### src/rtl/mem_access_seq_if.sv
// Request/response and byte-wide RAM controller signals of the load/store sequencer.
// slave: the sequencer's view; master: the requester/RAM side.
interface mem_access_seq_if;
  logic        req_valid;
  logic        req_we;
  logic [1:0]  req_size;
  logic        req_unsigned;
  logic [31:0] req_addr;
  logic [31:0] req_wdata;
  logic        busy;
  logic        resp_valid;
  logic [31:0] resp_rdata;
  logic        mem_read;
  logic        mem_write;
  logic [31:0] mem_addr;
  logic [7:0]  mem_w_data;
  logic [7:0]  mem_r_data;
  logic        mem_done;

  modport slave (
    input  req_valid, req_we, req_size, req_unsigned, req_addr, req_wdata,
    input  mem_r_data, mem_done,
    output busy, resp_valid, resp_rdata,
    output mem_read, mem_write, mem_addr, mem_w_data
  );

  modport master (
    output req_valid, req_we, req_size, req_unsigned, req_addr, req_wdata,
    output mem_r_data, mem_done,
    input  busy, resp_valid, resp_rdata,
    input  mem_read, mem_write, mem_addr, mem_w_data
  );
endinterface

### src/rtl/mem_access_seq.sv
// Splits a byte/half/word load or store into sequential byte accesses on a
// byte-wide RAM port, assembling and extending load data little-endian.
module mem_access_seq (
  input  logic            clk_in,
  input  logic            rst_in,
  mem_access_seq_if.slave bus
);

  typedef enum logic [1:0] {IDLE, XFER, CAPTURE, RESP} state_e;

  state_e          state_q, state_d;
  logic [1:0]      idx_q, idx_d;
  logic [2:0]      byte_cnt_q, byte_cnt_d;
  logic            we_q, we_d;
  logic [1:0]      size_q, size_d;
  logic            uns_q, uns_d;
  logic [31:0]     addr_q, addr_d;
  logic [3:0][7:0] wdata_q, wdata_d;
  logic [3:0][7:0] data_q, data_d;
  logic            cap_pend_q, cap_pend_d;
  logic [1:0]      cap_lane_q, cap_lane_d;

  logic            busy_q, busy_d;
  logic            resp_valid_q, resp_valid_d;
  logic [31:0]     resp_rdata_q, resp_rdata_d;
  logic            mem_read_q, mem_read_d;
  logic            mem_write_q, mem_write_d;
  logic [31:0]     mem_addr_q, mem_addr_d;
  logic [7:0]      mem_w_data_q, mem_w_data_d;

  function automatic logic [31:0] extend(input logic [3:0][7:0] d,
                                         input logic [1:0] sz,
                                         input logic uns);
    logic [31:0] r;
    case (sz)
      2'b00:   r = {{24{~uns & d[0][7]}}, d[0]};
      2'b01:   r = {{16{~uns & d[1][7]}}, d[1], d[0]};
      default: r = d;
    endcase
    return r;
  endfunction

  always_comb begin
    state_d      = state_q;
    idx_d        = idx_q;
    byte_cnt_d   = byte_cnt_q;
    we_d         = we_q;
    size_d       = size_q;
    uns_d        = uns_q;
    addr_d       = addr_q;
    wdata_d      = wdata_q;
    data_d       = data_q;
    cap_pend_d   = 1'b0;
    cap_lane_d   = cap_lane_q;
    resp_rdata_d = '0;

    // RAM returns read data one cycle after the acknowledge, so the lane
    // of each acknowledged byte is carried forward one cycle.
    if (cap_pend_q) begin
      data_d[cap_lane_q] = bus.mem_r_data;
    end

    case (state_q)
      IDLE: begin
        if (bus.req_valid) begin
          we_d       = bus.req_we;
          size_d     = bus.req_size;
          uns_d      = bus.req_unsigned;
          addr_d     = bus.req_addr;
          wdata_d    = bus.req_wdata;
          byte_cnt_d = (bus.req_size == 2'b00) ? 3'd1 :
                       (bus.req_size == 2'b01) ? 3'd2 : 3'd4;
          idx_d      = '0;
          data_d     = '0;
          state_d    = XFER;
        end
      end
      XFER: begin
        if (bus.mem_done) begin
          cap_pend_d = ~we_q;
          cap_lane_d = idx_q;
          if ({1'b0, idx_q} == byte_cnt_q - 3'd1) begin
            state_d = we_q ? RESP : CAPTURE;
          end else begin
            idx_d = idx_q + 2'd1;
          end
        end
      end
      CAPTURE: begin
        state_d      = RESP;
        resp_rdata_d = extend(data_d, size_q, uns_q);
      end
      RESP: begin
        state_d = IDLE;
      end
      default: state_d = IDLE;
    endcase

    // Outputs are precomputed from the next state so they leave flops directly.
    busy_d       = (state_d != IDLE);
    resp_valid_d = (state_d == RESP);
    mem_read_d   = (state_d == XFER) && !we_d;
    mem_write_d  = (state_d == XFER) && we_d;
    mem_addr_d   = (state_d == XFER) ? addr_d + {30'b0, idx_d} : '0;
    mem_w_data_d = ((state_d == XFER) && we_d) ? wdata_d[idx_d] : '0;
  end

  always_ff @(posedge clk_in) begin
    if (rst_in) begin
      state_q      <= IDLE;
      idx_q        <= '0;
      byte_cnt_q   <= '0;
      we_q         <= 1'b0;
      size_q       <= '0;
      uns_q        <= 1'b0;
      addr_q       <= '0;
      wdata_q      <= '0;
      data_q       <= '0;
      cap_pend_q   <= 1'b0;
      cap_lane_q   <= '0;
      busy_q       <= 1'b0;
      resp_valid_q <= 1'b0;
      resp_rdata_q <= '0;
      mem_read_q   <= 1'b0;
      mem_write_q  <= 1'b0;
      mem_addr_q   <= '0;
      mem_w_data_q <= '0;
    end else begin
      state_q      <= state_d;
      idx_q        <= idx_d;
      byte_cnt_q   <= byte_cnt_d;
      we_q         <= we_d;
      size_q       <= size_d;
      uns_q        <= uns_d;
      addr_q       <= addr_d;
      wdata_q      <= wdata_d;
      data_q       <= data_d;
      cap_pend_q   <= cap_pend_d;
      cap_lane_q   <= cap_lane_d;
      busy_q       <= busy_d;
      resp_valid_q <= resp_valid_d;
      resp_rdata_q <= resp_rdata_d;
      mem_read_q   <= mem_read_d;
      mem_write_q  <= mem_write_d;
      mem_addr_q   <= mem_addr_d;
      mem_w_data_q <= mem_w_data_d;
    end
  end

  assign bus.busy       = busy_q;
  assign bus.resp_valid = resp_valid_q;
  assign bus.resp_rdata = resp_rdata_q;
  assign bus.mem_read   = mem_read_q;
  assign bus.mem_write  = mem_write_q;
  assign bus.mem_addr   = mem_addr_q;
  assign bus.mem_w_data = mem_w_data_q;

endmodule
### src/flat_wrapper.sv
// flat-port wrapper written by rule: the top's interface ports become plain ports
module mem_access_seq_flat 
  (clk_in, rst_in, bus_req_valid, bus_req_we, bus_req_size, bus_req_unsigned, bus_req_addr, bus_req_wdata, bus_mem_r_data, bus_mem_done, bus_busy, bus_resp_valid, bus_resp_rdata, bus_mem_read, bus_mem_write, bus_mem_addr, bus_mem_w_data);
  mem_access_seq_if bus_i ();
  input  logic clk_in;
  input  logic rst_in;
  input wire logic [$bits(bus_i.req_valid)-1:0] bus_req_valid;
  input wire logic [$bits(bus_i.req_we)-1:0] bus_req_we;
  input wire logic [$bits(bus_i.req_size)-1:0] bus_req_size;
  input wire logic [$bits(bus_i.req_unsigned)-1:0] bus_req_unsigned;
  input wire logic [$bits(bus_i.req_addr)-1:0] bus_req_addr;
  input wire logic [$bits(bus_i.req_wdata)-1:0] bus_req_wdata;
  input wire logic [$bits(bus_i.mem_r_data)-1:0] bus_mem_r_data;
  input wire logic [$bits(bus_i.mem_done)-1:0] bus_mem_done;
  output wire logic [$bits(bus_i.busy)-1:0] bus_busy;
  output wire logic [$bits(bus_i.resp_valid)-1:0] bus_resp_valid;
  output wire logic [$bits(bus_i.resp_rdata)-1:0] bus_resp_rdata;
  output wire logic [$bits(bus_i.mem_read)-1:0] bus_mem_read;
  output wire logic [$bits(bus_i.mem_write)-1:0] bus_mem_write;
  output wire logic [$bits(bus_i.mem_addr)-1:0] bus_mem_addr;
  output wire logic [$bits(bus_i.mem_w_data)-1:0] bus_mem_w_data;
  assign bus_i.req_valid = bus_req_valid;
  assign bus_i.req_we = bus_req_we;
  assign bus_i.req_size = bus_req_size;
  assign bus_i.req_unsigned = bus_req_unsigned;
  assign bus_i.req_addr = bus_req_addr;
  assign bus_i.req_wdata = bus_req_wdata;
  assign bus_i.mem_r_data = bus_mem_r_data;
  assign bus_i.mem_done = bus_mem_done;
  assign bus_busy = bus_i.busy;
  assign bus_resp_valid = bus_i.resp_valid;
  assign bus_resp_rdata = bus_i.resp_rdata;
  assign bus_mem_read = bus_i.mem_read;
  assign bus_mem_write = bus_i.mem_write;
  assign bus_mem_addr = bus_i.mem_addr;
  assign bus_mem_w_data = bus_i.mem_w_data;
  mem_access_seq u_core (.clk_in(clk_in), .rst_in(rst_in), .bus(bus_i));
endmodule
### config.mk
export PLATFORM = sky130hd
export DESIGN_NAME = mem_access_seq_flat
export DESIGN_NICKNAME = d
export VERILOG_FILES = /design/src/rtl/mem_access_seq_if.sv /design/src/rtl/mem_access_seq.sv /design/src/flat_wrapper.sv
export SDC_FILE = /design/constraint.sdc
export NUM_CORES = 1
export LEC_CHECK = 0
export BUFFER_PORTS_ARGS = -buffer_cell sky130_fd_sc_hd__clkbuf_2
export CAP_MARGIN = 20
export CORE_ASPECT_RATIO = 0.9
export CORE_MARGIN = 2
export CORE_UTILIZATION = 58
export CTS_CLUSTER_DIAMETER = 50
export DETAILED_ROUTE_END_ITERATION = 8
export PLACE_DENSITY_LB_ADDON = 0.05
export SLEW_MARGIN = 20
export SYNTH_ARGS = -nofsm -noshare
export SYNTH_HDL_FRONTEND = slang
export SYNTH_SLANG_ARGS = --single-unit
### constraint.sdc
create_clock -name clk_in -period 6.8 [get_ports clk_in]
set_clock_uncertainty 0.1 [all_clocks]
set_input_delay 0.34 -clock clk_in [delete_from_list [all_inputs] [get_ports clk_in]]
set_output_delay 0.34 -clock clk_in [all_outputs]
set_load 0.05 [all_outputs]
-- After elaboration in Yosys (flattened, before gate mapping)
Cells that the tools add are included.
- reduce and logical (&&, ||, !) cells: 14
- add/subtract/negate cells: 3
- eq/ne operators: 8
- bitwise operators: 9
- mux-type cells: 26
- $lt $le $gt $ge: 3
- operators by type and width (operator ; count):
    $mux 32 ; 7
    $pmux 32 s2 ; 1
    $add 32x2->32 ; 1
    $bwmux 32 ; 1
    $bmux 8 s2 ; 1
    $demux 8 s2 ; 1
    $mux 8 ; 2
    $mux 2 ; 6
    $eq 2x1->1 const B ; 4
    $pmux 2 s4 ; 1
    $not 1->1 ; 7
    $eq 2x2->1 const B ; 3
    $logic_not 2->1 ; 3
    $lt 2x3->1 const B ; 2
    $mux 3 ; 2
    $reduce_or 2->1 ; 3
    $pmux 2 s2 ; 1
    $reduce_and 2->1 ; 2
    $eq 2x3->1 ; 1
    $logic_and 1x1->1 ; 3
    $mux 1 ; 3
    $reduce_or 3->1 ; 1
    $sub 3x1->3 const B ; 1
    $add 2x1->2 const B ; 1
    4 further kinds ; 5
- input bits: 80
- word-level logic and storage cells: 87
- flip-flop bits (word level): 186
- output and inout port bits: 76

-- Logic depth before layout (Yosys ltp)
Gate-level depths: netlist of the first run.
- depth after elaboration: 9
- depth in mapped cells: 14
- depth with buffers taken out: 12

-- Worst setup path after synthesis of the first run
Ideal clock, no wire load.
- path type: register -> register
- start: reg u_core.byte_cnt_q[0]
- end: reg u_core.mem_addr_q[24], in the netlist u_core.bus.mem_addr[24]
- slack: 3407 ps
- data arrival time: 3166 ps
- library setup time: 128 ps
- path buffers: 2
- cell stages (with the launch flop): 15
- path through: dfxtp_1 -> inv_1 -> ha_1 -> xnor2_1 -> o31ai_1 -> nand3_1 -> o21ai_0 -> buf_2 -> clkbuf_1 -> ha_1 -> fa_1 -> o21ai_1 -> nor4_1 -> xor2_1 -> nor2_1
- elaborated cells on any way between the ends: 12
- classes of those cells: add/sub: 2; eq/ne: 2; mux: 6; bitwise: 1; reduce/logical: 1
- RTL lines (what ; RTL line ; source):
    from (decl) ; mem_access_seq.sv:13 ; logic [2:0] byte_cnt_q, byte_cnt_d;
    from (signal assigned) ; mem_access_seq.sv:131 ; byte_cnt_q <= byte_cnt_d;
    $sub 3x1->3 ; mem_access_seq.sv:82 ; if ({1'b0, idx_q} == byte_cnt_q - 3'd1) begin
    $eq 2x3->1 ; mem_access_seq.sv:82 ;
    $mux 2 ; mem_access_seq.sv:82 ;
    $mux 2 ; mem_access_seq.sv:79 ; if (bus.mem_done) begin
    $pmux 2 s2 ; mem_access_seq.sv:63 ; case (state_q)
    via u_core.idx_d[0] ; mem_access_seq.sv:12 ; logic [1:0] idx_q, idx_d;
    $add 32x2->32 ; mem_access_seq.sv:104 ; mem_addr_d = (state_d == XFER) ? addr_d + {30'b0, idx_d} : '0;
    to (signal assigned) ; mem_access_seq.sv:145 ; mem_addr_q <= mem_addr_d;
    to (decl) ; mem_access_seq.sv:28 ; logic [31:0] mem_addr_q, mem_addr_d;
The timed path passes the listed nets, and every way through them passes these cells.
A chain may end at the register's enable or synchronous reset.

-- Final worst setup path of the first run
- start: reg u_core.byte_cnt_q[0]
- end: reg u_core.mem_addr_q[24], in the netlist u_core.bus.mem_addr[24]
- word-level cells in the longest chain between the ends: 8
- elaborated cells on any way between the ends: 12
- classes of those cells: add/sub: 2; eq/ne: 2; mux: 6; bitwise: 1; reduce/logical: 1
- RTL lines (what ; RTL line):
    $sub 3x1->3 * ; mem_access_seq.sv:82
    $eq 2x3->1 * ; mem_access_seq.sv:82
    parallel branches: the longest is 6 deep, another holds $add 32x2->32 ; --
Every way passes the cells marked *.

==> impl_metrics.py, run 1 <==
metrics = {
    "outcome": {
        "outcome": "completed",
    },
    "logic_synthesis": {
        "yosysMostFrequentCell": "dfxtp_1",
        "yosys.area.top_type_share_pct": 52.0,
        "synth_top_area_cell": "dfxtp_1",
        "yosysSeqAreaShare_pct": 52.0,
        "syn-num-nets": 875,
        "synthArstFlopShare_pct": 0,
        "synth_edf_count": 0,
        "yosys_warnings": 0,
        "synth_common_cells": "dfxtp_1 (186), nor2_1 (134), nand2_1 (105), a21oi_1 (72), mux2i_1 (68)",
        "syn-cell-area_um2": 7160,
        "synth.distinct_cells": 46,
        "syn_inst": 791,
        "synth_top_cells_by_area": "dfxtp_1 (52%), mux2i_1 (9.5%), nor2_1 (7.0%)",
        "syn-mean-instance-area_um2": 9.05,
        "synth_ff_type": "dfxtp_1",
        "ys_ff_latch": 186,
    },
    "detailed_routing": {
        "totalWireLength_um": 16400,
        "vias_per_cell": 5.44,
        "avgRoutedWirePerCell_um": 15.0,
        "drc": 0,
        "vias": 5977,
        "ant_nets": 0,
        "drt-initial-drc-count": 368,
        "firstDrtPassIters": 5,
    },
    "global_route": {
        "grtUsageMet2_pct": 41.3,
        "grt_antenna_before_repair": 0,
        "grt_pass1_wl_um": 26100,
        "busiest_layer": "met2",
        "grt_pass1_vias": 5631,
        "grt_max_degree": 83,
        "grt_use_met1_pct": 31.4,
        "grt_usage_pct": 25.4,
        "grtUsageMet3_pct": 8.30,
        "globalRouteOverflowTotal": 0,
    },
    "sta": {
        "period_share_pct": 58.9,
        "whs_ps": 21.9,
        "fin_crit_ps": 4000,
        "slew_headroom_pct": 36.3,
        "hold_viol_final": 0,
        "final.setup.tns_ps": 0,
        "max_freq_mhz": 250,
        "worst_slew_pin_slew_ps": 955,
        "finalMaxSlewViolations": 0,
        "finalSetupViolCount": 0,
        "rsz0062_at_grt": "no",
    },
    "floorplanning": {
        "ioPinCount": 156,
        "die_x_um": 121,
        "start_util_pct": 59.5,
        "fp.dieArea_um2": 13200,
        "die_height_um": 109,
        "rows": 38,
        "core_um2": 12000,
    },
    "clock_tree": {
        "cts_setup_buffers": 0,
        "tritoncts": "built",
        "htreeDepth": 4,
        "insertion_delay_ps": 440,
        "path_clk_slew_ps": 70,
        "clock_sinks": 186,
        "cts_resized": 0,
        "numCtsBuffers": 17,
        "holdBufCountCts": 0,
        "cts-root-buf": "clkbuf_16",
        "clock_path_buffers": 2,
    },
    "pwr": {
        "switchingPower_uw": 600,
        "pwr-share-clk_pct": 41.4,
        "total_power_mw": 2.39,
        "seqPwrFrac_pct": 48.2,
        "p_per_area_nw_per_um2": 278,
        "power_leakage_nw": 3.64,
        "p_comb_share_pct": 10.4,
        "switching_share_pct": 25.1,
        "max-vdd-ir-drop_uv": 239,
        "internal_power_mw": 1.79,
    },
    "placed_design": {
        "dp_cells": 1066,
        "dpl.hpwl_um": 11100,
        "io_buffers": 155,
        "globalplace.congestion": 0.868,
    },
    "worst_hold_path": {
        "hp-class": "input pin to register",
    },
    "layout": {
        "fin_cells": 1098,
        "fin_nets": 1009,
        "fillers": 971,
        "diodes": 0,
        "drive_gt1_share_pct": 22.4,
        "synthToLayoutAreaGrowth_pct": 20.0,
        "multi_input_area_um2": 3230,
        "regArea_um2": 3720,
    },
    "setup_path": {
        "arrival_ps": 4200,
        "required_ps": 7000,
        "crit_type": "register to register",
        "path_max_fanout": 18,
        "end_kind": "register",
        "cp-start-kind": "register",
    },
    "flow_run": {
        "drv_cap": 0,
    },
}
power groups by stage:
stage          Combinational, mW  Clock (mW)  Sequential, mW
6_report                   0.248       0.991            1.15
4_1_cts                    0.248        1.00            1.15
3_5_place_dp               0.246           0            1.18
5_1_grt                    0.271        1.05            1.16
2_1_floorplan              0.135           0            1.21
3_3_place_gp               0.241           0            1.17
final cells by class:
cell class / count / area share, %
sequential: 186 / 43.4
multi-input combinational: 555 / 37.6
timing repair buffer: 160 / 9.47
clock buffer: 22 / 5.64
tap: 160 / 2.33
clock inverter: 10 / 1.35
inverter: 5 / 0.218
worst paths after layout:
path | from | slack [ps] | depth (start not counted) | endpoint
min reg2reg | u_core.wdata_q[17]$_SDFF_PP0_ | 360 | 2 | u_core.wdata_q[17]$_SDFF_PP0_
max reg2reg | u_core.byte_cnt_q[0]$_SDFFE_PP0P_ | 2800 | 12 | u_core.bus.mem_addr[24]$_SDFF_PP0_
min | bus_req_wdata[25] | 20 | 3 | u_core.wdata_q[25]$_SDFF_PP0_
max | u_core.byte_cnt_q[0]$_SDFFE_PP0P_ | 2800 | 12 | u_core.bus.mem_addr[24]$_SDFF_PP0_
layout by cell type (no fill, tap or decap), drive strengths merged, types with 2 or more instances in the layout:
master,instances
and3,3
a211oi,5
clkinvlp,5
a21oi,72
o31ai,3
clkbuf,177
a21o,3
buf,5
ha,3
xor2,17
xnor2,15
nor3b,2
bufinv,2
mux2i,68
nand3b,3
nor3,14
nand2,105
nand4,2
nor2,134
nor4,7
dfxtp,186
mux2,7
clkinv,3
o211ai,4
nand3,22
nor2b,10
o22ai,8
a31oi,2
nand2b,19
o21ai,17
inv,5
cells by family (layout without fill, tap and decap cells):
logic type,count (synthesis),after routing,synth area share (%)
flip-flops,186,186,52.0
adder cells (fa/ha/maj),4,4,0.804
buffers and inverters,50,197,3.04
AND/OR/NAND/NOR,326,326,20.2
multiplexers,75,75,10.7
XOR/XNOR,32,32,3.91
AO/OA/AOI/OAI,118,118,9.33
state kept, by name, summed over array words and instances (netlist names), 3 cells and up:
name,cells
u_core.addr_q,32
u_core.bus.mem_addr,32
u_core.bus.resp_rdata,32
u_core.data_q,32
u_core.wdata_q,32
u_core.bus.mem_w_data,8
u_core.byte_cnt_q,3
routing by layer:
layer | up-vias | wire (um)
met1 | 2846 | 7110
li1 | 2902 | -
met4 | 0 | 303
met3 | 29 | 1070
met5 | - | 0
met2 | 200 | 7930
worst max-delay path, stage by stage (launching register included):
cell,delay [ps]
dfxtp_1,360
inv_1,60
ha_1,300
xnor2_1,140
o31ai_1,530
nand3_1,170
o21ai_2,390
ha_1,350
fa_1,350
o21ai_1,390
nor4_1,500
xor2_1,180
nor2_1,50
through the flow:
step / area, um^2 / util, % / setup slack (ps)
final: 8590 / 71.4 / 2800
after global routing: 8590 / 71.4 / 2560
after CTS: 8580 / 71.4 / 2830
after detailed placement: 7980 / 66.4 / 2910
after global placement: 7980 / 66.4 / 3150
after floorplan: 7160 / - / 3410
(Power assumes the default switching activity.)
==> run 2: changes to the inputs <==
--- a/config.mk
+++ b/config.mk
@@ -5,11 +5,12 @@
 export SDC_FILE = /design/constraint.sdc
 export NUM_CORES = 1
 export LEC_CHECK = 0
+export ABC_AREA = 1
 export BUFFER_PORTS_ARGS = -buffer_cell sky130_fd_sc_hd__clkbuf_2
 export CAP_MARGIN = 20
 export CORE_ASPECT_RATIO = 0.9
 export CORE_MARGIN = 2
-export CORE_UTILIZATION = 58
+export CORE_UTILIZATION = 55
 export CTS_CLUSTER_DIAMETER = 50
 export DETAILED_ROUTE_END_ITERATION = 8
 export PLACE_DENSITY_LB_ADDON = 0.05
==> constraint.sdc (replaced) <==
create_clock -name clk_in -period 3.7 [get_ports clk_in]
set_clock_uncertainty 0.1 [all_clocks]
set_input_delay 0.185 -clock clk_in [delete_from_list [all_inputs] [get_ports clk_in]]
set_output_delay 0.185 -clock clk_in [all_outputs]
set_load 0.05 [all_outputs]
==> impl_metrics.py, run 2 <==
metrics = {
    "floorplanning": {
        "start_util_pct": 56.2,
        "fp.dieArea_um2": 15300,
        "ioPinCount": 156,
        "rows": 41,
        "die_x_um": 130,
        "core_um2": 14000,
        "die_height_um": 117,
    },
    "clock_tree": {
        "clock_sinks": 186,
        "tritoncts": "built",
        "clock_path_buffers": 2,
        "insertion_delay_ps": 430,
        "numCtsBuffers": 17,
        "cts_resized": 0,
        "cts_setup_buffers": 0,
        "htreeDepth": 4,
        "path_clk_slew_ps": 60,
        "holdBufCountCts": 44,
        "cts-root-buf": "clkbuf_16",
    },
    "sta": {
        "worst_slew_pin_slew_ps": 731,
        "fin_crit_ps": 3220,
        "hold_viol_final": 0,
        "period_share_pct": 87.1,
        "max_freq_mhz": 310,
        "final.setup.tns_ps": 0,
        "setup_ws_ps": 477,
        "finalSetupViolCount": 0,
        "slew_headroom_pct": 51.3,
        "whs_ps": 29.6,
        "finalMaxSlewViolations": 0,
        "rsz0062_at_grt": "no",
    },
    "outcome": {
        "outcome": "completed",
    },
    "setup_path": {
        "r2r_cells": 18,
        "path_max_fanout": 18,
        "cp-start-kind": "register",
        "end_kind": "register",
        "timing.rr.end": "u_core.bus.mem_addr[17]$_SDFF_PP0_",
        "ff2ff_setup_slack_ps": 480,
        "required_ps": 3970,
        "crit_type": "register to register",
        "regToRegStartpoint": "u_core.byte_cnt_q[0]$_SDFFE_PP0P_",
        "arrival_ps": 3490,
    },
    "logic_synthesis": {
        "syn-num-nets": 1080,
        "synth_top_cells_by_area": "dfxtp_1 (47%), nor2_1 (8.5%), nand2_1 (7.5%)",
        "synth_top_area_cell": "dfxtp_1",
        "synth_common_cells": "dfxtp_1 (186), nor2_1 (179), nand2_1 (157), inv_1 (84), a21oi_1 (75)",
        "synthArstFlopShare_pct": 0,
        "yosys.area.top_type_share_pct": 47.3,
        "yosysMostFrequentCell": "dfxtp_1",
        "yosysSeqAreaShare_pct": 47.3,
        "syn-mean-instance-area_um2": 7.90,
        "yosys_warnings": 0,
        "syn_inst": 996,
        "ys_ff_latch": 186,
        "synth_edf_count": 0,
        "syn-cell-area_um2": 7870,
        "synth.distinct_cells": 37,
        "synth_ff_type": "dfxtp_1",
    },
    "global_route": {
        "grt_max_degree": 48,
        "grt_antenna_before_repair": 0,
        "grt_pass1_wl_um": 31100,
        "globalRouteOverflowTotal": 0,
        "grt_pass1_vias": 6351,
        "grt_usage_pct": 25.8,
    },
    "placed_design": {
        "placed_area_um2": 8720,
        "io_buffers": 155,
        "dpl.hpwl_um": 13300,
        "pre_cts_ws_ps": 503,
        "globalplace.congestion": 0.902,
    },
    "layout": {
        "drive_gt1_share_pct": 26.1,
        "final_area_um2": 9700,
        "fin_nets": 1268,
        "synthToLayoutAreaGrowth_pct": 23.2,
        "final_cell_mix": "dfxtp_1 (186), nor2_1 (179), nand2_1 (156), clkbuf_2 (155), inv_1 (84)",
        "finalCoreUtilization_pct": 69.3,
        "diodes": 0,
        "layout_commonest_cell": "dfxtp_1",
    },
    "pwr": {
        "p_per_area_nw_per_um2": 456,
        "max-vdd-ir-drop_uv": 369,
        "power_leakage_nw": 4.51,
    },
    "detailed_routing": {
        "totalWireLength_um": 19100,
        "vias": 6851,
        "drt-initial-drc-count": 608,
        "drc": 0,
        "ant_nets": 0,
        "vias_per_cell": 4.93,
        "firstDrtPassIters": 5,
        "avgRoutedWirePerCell_um": 13.7,
    },
    "worst_hold_path": {
        "hp-start": "bus_req_addr[11]",
        "whs_endpoint": "u_core.addr_q[11]$_SDFF_PP0_",
        "hp-class": "input pin to register",
        "worstHoldPathCells": 3,
    },
    "flow_run": {
        "drv_cap": 0,
    },
}
[run 2: cell types whose count changed after synthesis, sizes merged, moves of 10 or more]
cell / before / now
buf: 12 / 23
clkbuf: 33 / 16
inv: 5 / 86
mux2i: 68 / 34
nand2: 105 / 207
nand2b: 19 / 0
nand3: 22 / 86
nor2: 134 / 217
nor2b: 10 / 0
nor3: 14 / 4
o21ai: 17 / 33
or2: 0 / 12
xnor2: 15 / 1
xor2: 17 / 3
[run 2: cells by family after synthesis]
kind of cell	synth area share, %
AO/OA/AOI/OAI	7.25
flip-flops	47.3
XOR/XNOR	0.445
buffers and inverters	7.39
multiplexers	4.32
adder cells (fa/ha/maj)	0.731
AND/OR/NAND/NOR	32.6
[run 2: worst max-delay path by stage]
stage,start,endpoint,slack [ps],depth (start not counted)
2_1_floorplan,u_core.byte_cnt_q[0]$_SDFFE_PP0P_,u_core.bus.mem_addr[9]$_SDFF_PP0_,900,16
3_3_place_gp,u_core.byte_cnt_q[0]$_SDFFE_PP0P_,u_core.bus.mem_addr[17]$_SDFF_PP0_,620,18
3_5_place_dp,u_core.byte_cnt_q[0]$_SDFFE_PP0P_,u_core.bus.mem_addr[17]$_SDFF_PP0_,500,18
4_1_cts,u_core.byte_cnt_q[0]$_SDFFE_PP0P_,u_core.bus.mem_addr[17]$_SDFF_PP0_,460,18
5_1_grt,u_core.byte_cnt_q[0]$_SDFFE_PP0P_,u_core.bus.mem_addr[23]$_SDFF_PP0_,80,16
6_report,u_core.byte_cnt_q[0]$_SDFFE_PP0P_,u_core.bus.mem_addr[17]$_SDFF_PP0_,480,18
[run 2: area by class of cell]
cell class	instances	area [um^2]
Fill cell	1214	4300
Sequential cell	186	3720
Multi-Input combinational cell	683	3570
Timing Repair Buffer	208	1300
Clock buffer	20	437
Inverter	88	332
Tap cell	193	241
Clock inverter	12	103
[run 2: where the power goes]
group	leakage, nW	switching, mW	internal, mW
clock	0.256	0.759	0.921
sequential	1.51	0.0283	2.08
combinational	2.74	0.428	0.205
[run 2: per-layer routing]
layer / share of wire [%] / track usage (%) / up-vias
met5: 0 / 0 / -
met4: 1.0 / 6.45 / 0
met3: 6.3 / 5.32 / 23
met2: 44 / 38.2 / 203
met1: 49 / 38.3 / 3103
li1: - / - / 3522
[run 2: metrics by stage]
step,power [mW],cells
2_1_floorplan,2.60,996
3_3_place_gp,2.74,1314
3_5_place_dp,2.75,1314
4_1_cts,4.45,1390
5_1_grt,4.61,1390
6_report,4.43,1390
[run 2: critical path, cell delays in order (launching register included)]
cell	delay, ps
dfxtp_1	340
inv_1	60
ha_1	300
xor2_1	140
nand3_1	150
nand2_1	100
nand2_2	270
nand2_2	290
inv_1	120
ha_1	180
a21oi_1	70
nand3b_2	270
nor2_4	250
inv_2	80
nor2_4	170
nand2_2	70
nand2_1	60
nand2_1	50
nor2_1	80
